===== src/rtl/fifo_write_ctr_if.sv =====
// Producer/consumer-facing signal bundle of the FIFO write controller.
// The master drives the requests; the slave is the controller.
interface fifo_write_ctr_if #(
    parameter int regLength = 8,
    parameter int addrSize  = 3
);
    logic                wEnable;
    logic                rEnable;
    logic                clrOverflow;
    logic [addrSize-1:0] wptr;
    logic [regLength-1:0] regWe;
    logic [addrSize:0]   occupancy;
    logic                fifoEmpty;
    logic                fifoFull;
    logic                afull;
    logic                overflow;

    modport master (
        output wEnable, rEnable, clrOverflow,
        input  wptr, regWe, occupancy,
        input  fifoEmpty, fifoFull, afull, overflow
    );

    modport slave (
        input  wEnable, rEnable, clrOverflow,
        output wptr, regWe, occupancy,
        output fifoEmpty, fifoFull, afull, overflow
    );
endinterface


===== src/rtl/fifo_write_ctr.sv =====
// Write-side controller of the register-file FIFO: write pointer,
// one-hot write strobes, occupancy and registered status flags.
module fifo_write_ctr #(
    parameter int regLength  = 8,
    parameter int addrSize   = 3,
    parameter int afullLevel = 6
) (
    input  logic            clk,
    input  logic            rst,
    fifo_write_ctr_if.slave bus
);
    localparam logic [addrSize-1:0] PtrLast = addrSize'(regLength - 1);
    localparam logic [addrSize:0]   OccFull = (addrSize+1)'(regLength);
    localparam logic [addrSize:0]   OccAf   = (addrSize+1)'(afullLevel);

    logic [addrSize-1:0]  wptr_q, wptr_d;
    logic [addrSize:0]    occ_q, occ_d;
    logic                 empty_q, full_q, afull_q, ovf_q, ovf_d;
    logic                 rd_acc, wr_acc;
    logic [regLength-1:0] we;

    // A full FIFO still accepts a write when a read frees a slot this cycle
    assign rd_acc = bus.rEnable && !empty_q;
    assign wr_acc = bus.wEnable && (!full_q || rd_acc);

    always_comb begin
        we = '0;
        if (wr_acc && !rst)
            we[wptr_q] = 1'b1;
    end

    always_comb begin
        wptr_d = wptr_q;
        if (wr_acc)
            wptr_d = (wptr_q == PtrLast) ? '0 : wptr_q + 1'b1;
    end

    always_comb begin
        occ_d = occ_q;
        if (wr_acc && !rd_acc)
            occ_d = occ_q + 1'b1;
        else if (rd_acc && !wr_acc)
            occ_d = occ_q - 1'b1;
    end

    // Set has priority over a simultaneous clear
    always_comb begin
        ovf_d = ovf_q;
        if (bus.clrOverflow)
            ovf_d = 1'b0;
        if (bus.wEnable && !wr_acc)
            ovf_d = 1'b1;
    end

    always_ff @(posedge clk or posedge rst) begin
        if (rst) begin
            wptr_q  <= '0;
            occ_q   <= '0;
            empty_q <= 1'b1;
            full_q  <= 1'b0;
            afull_q <= 1'b0;
            ovf_q   <= 1'b0;
        end else begin
            wptr_q  <= wptr_d;
            occ_q   <= occ_d;
            empty_q <= (occ_d == '0);
            full_q  <= (occ_d == OccFull);
            afull_q <= (occ_d >= OccAf);
            ovf_q   <= ovf_d;
        end
    end

    assign bus.wptr      = wptr_q;
    assign bus.regWe     = we;
    assign bus.occupancy = occ_q;
    assign bus.fifoEmpty = empty_q;
    assign bus.fifoFull  = full_q;
    assign bus.afull     = afull_q;
    assign bus.overflow  = ovf_q;
endmodule


===== src/flat_wrapper.sv =====
// flat-port wrapper written by rule: the top's interface ports become plain ports
module fifo_write_ctr_flat 
#(
    parameter int regLength  = 8,
    parameter int addrSize   = 3,
    parameter int afullLevel = 6
)
  (clk, rst, bus_wEnable, bus_rEnable, bus_clrOverflow, bus_wptr, bus_regWe, bus_occupancy, bus_fifoEmpty, bus_fifoFull, bus_afull, bus_overflow);
  fifo_write_ctr_if #(.regLength(regLength), .addrSize(addrSize)) bus_i ();
  input  logic clk;
  input  logic rst;
  input wire logic [$bits(bus_i.wEnable)-1:0] bus_wEnable;
  input wire logic [$bits(bus_i.rEnable)-1:0] bus_rEnable;
  input wire logic [$bits(bus_i.clrOverflow)-1:0] bus_clrOverflow;
  output wire logic [$bits(bus_i.wptr)-1:0] bus_wptr;
  output wire logic [$bits(bus_i.regWe)-1:0] bus_regWe;
  output wire logic [$bits(bus_i.occupancy)-1:0] bus_occupancy;
  output wire logic [$bits(bus_i.fifoEmpty)-1:0] bus_fifoEmpty;
  output wire logic [$bits(bus_i.fifoFull)-1:0] bus_fifoFull;
  output wire logic [$bits(bus_i.afull)-1:0] bus_afull;
  output wire logic [$bits(bus_i.overflow)-1:0] bus_overflow;
  assign bus_i.wEnable = bus_wEnable;
  assign bus_i.rEnable = bus_rEnable;
  assign bus_i.clrOverflow = bus_clrOverflow;
  assign bus_wptr = bus_i.wptr;
  assign bus_regWe = bus_i.regWe;
  assign bus_occupancy = bus_i.occupancy;
  assign bus_fifoEmpty = bus_i.fifoEmpty;
  assign bus_fifoFull = bus_i.fifoFull;
  assign bus_afull = bus_i.afull;
  assign bus_overflow = bus_i.overflow;
  fifo_write_ctr #(.regLength(regLength), .addrSize(addrSize), .afullLevel(afullLevel)) u_core (.clk(clk), .rst(rst), .bus(bus_i));
endmodule

===== config.mk =====
export PLATFORM = sky130hd
export DESIGN_NAME = fifo_write_ctr_flat
export DESIGN_NICKNAME = d
export VERILOG_FILES = /design/src/rtl/fifo_write_ctr_if.sv /design/src/rtl/fifo_write_ctr.sv /design/src/flat_wrapper.sv
export SDC_FILE = /design/constraint.sdc
export NUM_CORES = 1
export LEC_CHECK = 0
export CORE_AREA = 8 8 45 47
export CTS_CLUSTER_SIZE = 40
export DETAILED_ROUTE_END_ITERATION = 12
export DIE_AREA = 0 0 53 55
export DONT_BUFFER_PORTS = 1
export HOLD_SLACK_MARGIN = 0.03
export PLACE_DENSITY = 0.73
export SLEW_MARGIN = 20
export SYNTH_ARGS = -nofsm -noshare
export SYNTH_HDL_FRONTEND = slang
export SYNTH_SLANG_ARGS = --single-unit

===== constraint.sdc =====
create_clock -name clk -period 4.27 [get_ports clk]
set_clock_uncertainty 0.2 [all_clocks]
set_input_delay 0 -clock clk [delete_from_list [all_inputs] [get_ports clk]]
set_output_delay 0 -clock clk [all_outputs]
set_load 0.005 [all_outputs]

## Word level (Yosys, flattened, before mapping)

Index checks and enable logic that the tools add are counted.

- Bits in registers: 11
- Bits in latches: 0
- Bits in writable memories: 0
- Bits in read-only memories: 0
- Output and inout port bits: 19
- Logic and storage cells: 37
- Memories kept: 0

- Add/sub/neg operators: 3
- $mul: 0
- Div/mod/pow operators: 0
- Magnitude comparators: 3
- Equal/unequal tests: 2
- Shift-type cells: 0
- Mux-type cells: 8
- Bitwise operators: 0
- Reduce and logical (&&, ||, !) cells: 15

Operator list:

| operator | number |
|---|---|
| 4-bit 2-to-1 mux | 2 |
| 8-bit 2-to-1 mux | 1 |
| 1-bit logical AND | 7 |
| 1-bit logical NOT | 5 |
| 4-bit by 1-bit adder with 4-bit output, second input constant | 1 |
| 4-bit == test, second input constant | 1 |
| 4-bit by 3-bit greater-or-equal comparator with 1-bit output, second input constant | 1 |
| 4-bit logical NOT | 1 |
| 3-bit by 4-bit less-than comparator with 1-bit output, second input constant | 1 |
| 4-bit by 1-bit subtractor with 4-bit output, second input constant | 1 |
| 3-bit by 1-bit adder with 3-bit output, second input constant | 1 |
| 1-bit demux with 3-bit select | 1 |
| 3-bit == test, second input constant | 1 |
| 3-bit by 1-bit greater-or-equal comparator with 1-bit output, second input constant | 1 |
| 1-bit 2-to-1 mux | 3 |
| 3-bit 2-to-1 mux | 1 |
| 2-bit nonzero test | 1 |
| 1-bit logical OR | 1 |

## Depth between registers and ports, before layout

- Word-level depth: 9
- Mapped depth: 6
- Depth with buffers taken out: 6

## Least setup slack after synthesis

Ideal clock, no wire load.

- Path kind: reg-to-reg
- Start point: reg u_core.occ_q[0] (netlist: u_core.bus.occupancy[0])
- End point: reg u_core.empty_q (netlist: u_core.bus.fifoEmpty)
- Setup time: 0.081 ns
- Arrival: 1.532 ns
- Path slack: 2.457 ns
- Stages on the path, launching flop included: 7
- Path buffers: 0
- Path through: dfrtp_1 inv_1 ha_1 inv_1 or3_1 o311a_2 a211oi_2

- Cells in the longest elaborated chain, start to end: 4

Ends and longest elaborated chain:

| what | RTL line | source |
|---|---|---|
| start: declaration | fifo_write_ctr.sv:17 | `logic [addrSize:0] occ_q, occ_d;` |
| start signal: assignment | fifo_write_ctr.sv:58 | `occ_q <= '0;` |
| start signal: assignment | fifo_write_ctr.sv:65 | `occ_q <= occ_d;` |
| 4-bit by 1-bit subtractor with 4-bit output | fifo_write_ctr.sv:43 | `occ_d = occ_q - 1'b1;` |
| 4-bit 2-to-1 mux | fifo_write_ctr.sv:42 | `else if (rd_acc && !wr_acc)` |
| 4-bit 2-to-1 mux * | fifo_write_ctr.sv:40 | `if (wr_acc && !rd_acc)` |
| 4-bit logical NOT * | fifo_write_ctr.sv:66 | `empty_q <= (occ_d == '0);` |
| end signal: assignment | fifo_write_ctr.sv:66 |  |
| end: declaration | fifo_write_ctr.sv:18 | `logic empty_q, full_q, afull_q, ovf_q, ovf_d;` |

Mark *: on every way between the ends. The rest lies on a longest branch, timed or not.
A chain may end at the register's enable or synchronous reset.

## Final worst setup path

- Start point: reg u_core.empty_q (netlist: u_core.bus.fifoEmpty)
- End point: out bus_regWe[6]

- Cells in the longest elaborated chain, start to end: 6

Ends and longest elaborated chain:

| what | RTL line | source |
|---|---|---|
| 1-bit logical NOT | fifo_write_ctr.sv:23 | `assign rd_acc = bus.rEnable && !empty_q;` |
| 1-bit logical AND | fifo_write_ctr.sv:23 |  |
| 1-bit logical OR | fifo_write_ctr.sv:24 | `assign wr_acc = bus.wEnable && (!full_q \|\| rd_acc);` |
| 1-bit logical AND | fifo_write_ctr.sv:24 |  |
| 1-bit logical AND | fifo_write_ctr.sv:28 | `if (wr_acc && !rst)` |
| 8-bit 2-to-1 mux | fifo_write_ctr.sv:28 |  |
| end: declaration | flat_wrapper.sv:16 | `output wire logic [$bits(bus_i.regWe)-1:0] bus_regWe;` |

Every way passes these cells.

==> flow_results.org <==
** Final layout
- Number of nets in the finished design :: 88
- The library cell used most frequently in the layout, excluding fill and tap cells, is sky130_fd_sc_hd__dfrtp_1.
- Leaving out fill and tap cells, the most frequent cells in the layout are sky130_fd_sc_hd__dfrtp_1, sky130_fd_sc_hd__nor2_1, sky130_fd_sc_hd__inv_1, sky130_fd_sc_hd__nor3_1, sky130_fd_sc_hd__dlygate4sd3_1.
- Area occupied by multi-input gates :: 390 um^2
- Area of all sequential standard cells :: 277 um^2
- Final design instance area without fill :: 786 um^2
- Antenna diode instance count :: 0
- Area overhead of the layout relative to synthesis :: 14.0%
- Filler cell count :: 118
- Fraction of final layout cells with drive strength greater than 1 :: 17.9%
- After the flow finishes, the layout carries non-filler instances totaling 94.

** Global routing
- Entering global routing, the biggest net connects 11 pins.
- The first global-routing pass estimated 2520 um of wire.
- Initial antenna violation count :: 0
- In the global route stage, overall resource usage came out at 11.2%.
- Via count of the first global-routing pass :: 567
- The total overflow left after global routing is 0.

** Min path
- The path with the worst hold slack has its endpoint at u_core.bus.occupancy[1].
- The worst hold path begins at bus_rEnable.
- Worst Hold Path Cells :: 3
- Worst hold-check path type :: in -> reg

** Outcome
- Run status :: completed

** Detailed routing
- After detailed routing, the number of remaining DRC violations is 0.
- The final layout contains routed wiring with a total length of 1500 um.
- Once detail routing completed, the nets flagged for antenna violations numbered 0.
- After detailed routing, the wire length on met1 is 590 um.
- In the final routed layout, each cell accounts on average for 15.9 um.
- After the first detailed-routing iteration, the DRC count stood at 5.
- Wire segments on met3 add up to 153 um in the final route.
- The pre-antenna-repair detailed-routing pass consisted of 3 iterations.
- Vias per std cell :: 5.77
- Top layer in use :: met4
- Detailed routing inserted a total of 542 vias.
- Met2 routed wirelength :: 746 um

** Timing
- Max transition margin :: 64.8%
- The total count of hold-check failures in the final report was 0.
- Transition time at the pin with the least slew margin :: 0.522 ns
- For this run, the top clock speed supported by timing is 495 MHz.
- Fin. max-slew vios :: 0
- Tcrit/Tclk final :: 47.3%
- For the final routed database, the setup TNS stands at 0 ns.
- Setup repair after global routing left no endpoint under its margin.
- Post-route worst hold slack :: 0.0306 ns
- Shortest clock period the worst path allows after layout :: 2.02 ns
- Final number of setup-violating endpoints :: 0

** Pwr
- For this design the ratio of total power to cell area is 658 mW/mm^2.
- Net switching is 43.2% of the power.
- Pleak :: 0.000335 uW
- Across the VDD grid, the largest voltage drop is 0.312 mV.
- Net load switching power :: 224 uW
- Combinational fraction of design power :: 42.7%
- The design draws 517 uW.
- Per report_power, the sequential group accounts for 44.7% of the total.
- Clock group share of total power :: 12.6%
- Internal power comes to 294 uW.

** Floorplanning
- Die Outline Area :: 0.00292 mm^2
- Starting utilization of the core area :: 49.8%
- Row generation in the floorplan step produced 14 rows.
- 24 I/O pins were placed.
- Die width :: 53 um
- Core box area :: 0.00138 mm^2
- The die is 55 um tall.

** Worst setup path
- The worst register-to-register path has a setup slack of 2.30 ns.
- At the worst endpoint, the required time is 4.07 ns.
- Worst EP arrival :: 1.82 ns
- Startpoint type of the worst setup path :: register
- Capture point of the worst reg-to-reg path :: u_core.bus.fifoEmpty
- Worst path slowest cell :: sky130_fd_sc_hd__dfstp_2
- Of all nets on the critical path, the largest fanout is 5.
- The critical path goes through and2b_1 -> o21ai_0 -> or3_1 -> nor2_1.
- Reg2reg path depth :: 6
- The critical path contains buffers and inverters numbering 0 combined.
- In this run the critical register-to-register path is launched from u_core.bus.occupancy[1].
- Category of the most critical setup path :: reg -> out
- Largest stage delay on the critical path :: 0.57 ns
- STA classifies the critical path endpoint as an output pin.
- The kind of cell with the highest combined delay along the critical path is flip-flops.

** Yosys
- Adder-cell share of the synthesized area :: 7.26%
- Number of flip-flops and latches in the synthesized netlist :: 11
- Counting distinct cell types in the post-synthesis netlist gives 31.
- Part of the Yosys area used for sequential elements :: 40.1%
- A synthesized cell averages 9.99 um^2.
- Post-synth net total :: 78
- The synthesized netlist occupies a cell area of 689 um^2.
- Yosys synthesis warning count :: 0
- After Yosys synthesis, XOR and XNOR cells account for 2.54% of the synthesized area.
- Portion of netlist area occupied by mux cells :: 3.27%
- Cells after Synth :: 69
- The synthesized netlist devotes 26.5% of its cell area to simple gates.
- Largest family of logic cells by synthesized area :: simple AND/OR/NAND/NOR gates
- Compound-gate portion of the synthesized area :: 17.1%

** Clock tree
- Clock network latency to the later pin of the worst-skew pair :: 0.25 ns
- Clock-pin slew was measured on the worst setup and hold paths at 0.06 ns.
- Buffer depth of the longest clock path :: 2
- The tree is rooted in a sky130_fd_sc_hd__clkbuf_4.
- Clock tree from TritonCTS :: done
- Sinks on Clock Net :: 11
- TritonCTS created 3 clock buffers.
- Number of H-tree levels :: 1

** Place
- Count of port buffers added during placement :: 0
- Final GP Congestion :: 0.830
- The number of placed instances, taps included, is 85.
- Final HPWL DP :: 1180 um
- Summing all placed instances gives a cell area of 709 um^2.

** Job
- Max Cap Viol :: 0
## how the worst max path moves through the flow
| stage | end | cells after the start | startpoint | slack (ns) |
|---|---|---|---|---|
| after floorplan | u_core.bus.fifoEmpty | 6 | u_core.bus.occupancy[0] | 2.46 |
| after global placement | u_core.bus.wptr[2] | 3 | u_core.bus.fifoEmpty | 2.32 |
| after detailed placement | u_core.bus.wptr[2] | 3 | u_core.bus.fifoEmpty | 2.31 |
| after CTS | bus_regWe[4] | 4 | u_core.bus.fifoEmpty | 2.23 |
| after global routing | bus_regWe[6] | 4 | u_core.bus.fifoEmpty | 2.03 |
| final | bus_regWe[6] | 4 | u_core.bus.fifoEmpty | 2.25 |
## tightest hold or removal path, cell delays in order
cell	delay, ns
sky130_fd_sc_hd__and2b_1	0.18
sky130_fd_sc_hd__o21ai_0	0.16
sky130_fd_sc_hd__a21oi_1	0.09
## stage by stage
step | util, % | worst slack (ns)
floorplan | - | 2.46
detailed placement | 51.3 | 2.31
finish | 56.8 | 2.25
global route | 56.8 | 2.03
CTS | 56.8 | 2.23
global placement | 51.3 | 2.32
## synth_stat cells (all sizes together)
cell	number	share of area, %
a211oi	1	1.8
a221oi	1	1.3
nand4	1	0.91
nand2b	2	1.8
o21ai	5	3.6
dfstp	1	3.8
xnor2	2	2.5
o21a	1	1.1
a21o	1	1.1
or3	3	2.7
inv	6	3.3
nor3	5	3.6
and2b	2	2.4
nor2	7	3.8
or2b	2	2.2
a31oi	1	1.8
o311a	1	1.6
nand3	2	1.5
o2111ai	1	1.3
and4bb	1	1.8
ha	4	7.3
nor4	2	3.6
or3b	1	1.6
mux2	2	3.3
a22o	1	1.3
nand2	1	0.54
dfrtp	10	36
o211a	1	1.5
a21oi	1	0.73
## power groups by stage
stage	Combinational (uW)	Clock, uW	Sequential, uW
floorplan	180	0	215
global placement	208	0	235
detailed placement	215	0	237
CTS	223	68.5	234
global route	252	76.3	242
finish	221	65.3	231
## final cells by class
cell class,count,share of cell area (%)
well taps,16,2.55
inverters,6,2.87
clock buffers,4,3.34
multi-input cells,52,49.7
flip-flops and latches,11,35.2
repair buffers,5,6.37
## sequential cells by signal, summed over array words and instances (netlist names)
signal                cells
u_core.bus.afull          1
u_core.bus.fifoEmpty      1
u_core.bus.fifoFull       1
u_core.bus.occupancy      4
u_core.bus.overflow       1
u_core.bus.wptr           3
## what timing repair did
item                      4_1_cts  5_1_grt
gates resized for setup         0        0
buffers inserted                0        0
hold buffers                    5        0
hold endpoints to repair       23        0
## cell families (layout without fill, tap and decap cells)
group / Yosys count / in the layout
AND/OR/NAND/NOR: 29 / 29
XOR/XNOR: 2 / 2
multiplexers: 2 / 2
buffers and inverters: 6 / 15
flip-flops: 11 / 11
AO/OA/AOI/OAI: 15 / 15
adder cells (fa/ha/maj): 4 / 4
## metal layers
metal / global-route usage, % / vias up
met2: 18.9 / 13
met5: 0 / -
met3: 5.08 / 2
li1: - / 273
met4: 3.02 / 0
met1: 12.5 / 254
Note: power is estimated with default switching activity, not from simulation.
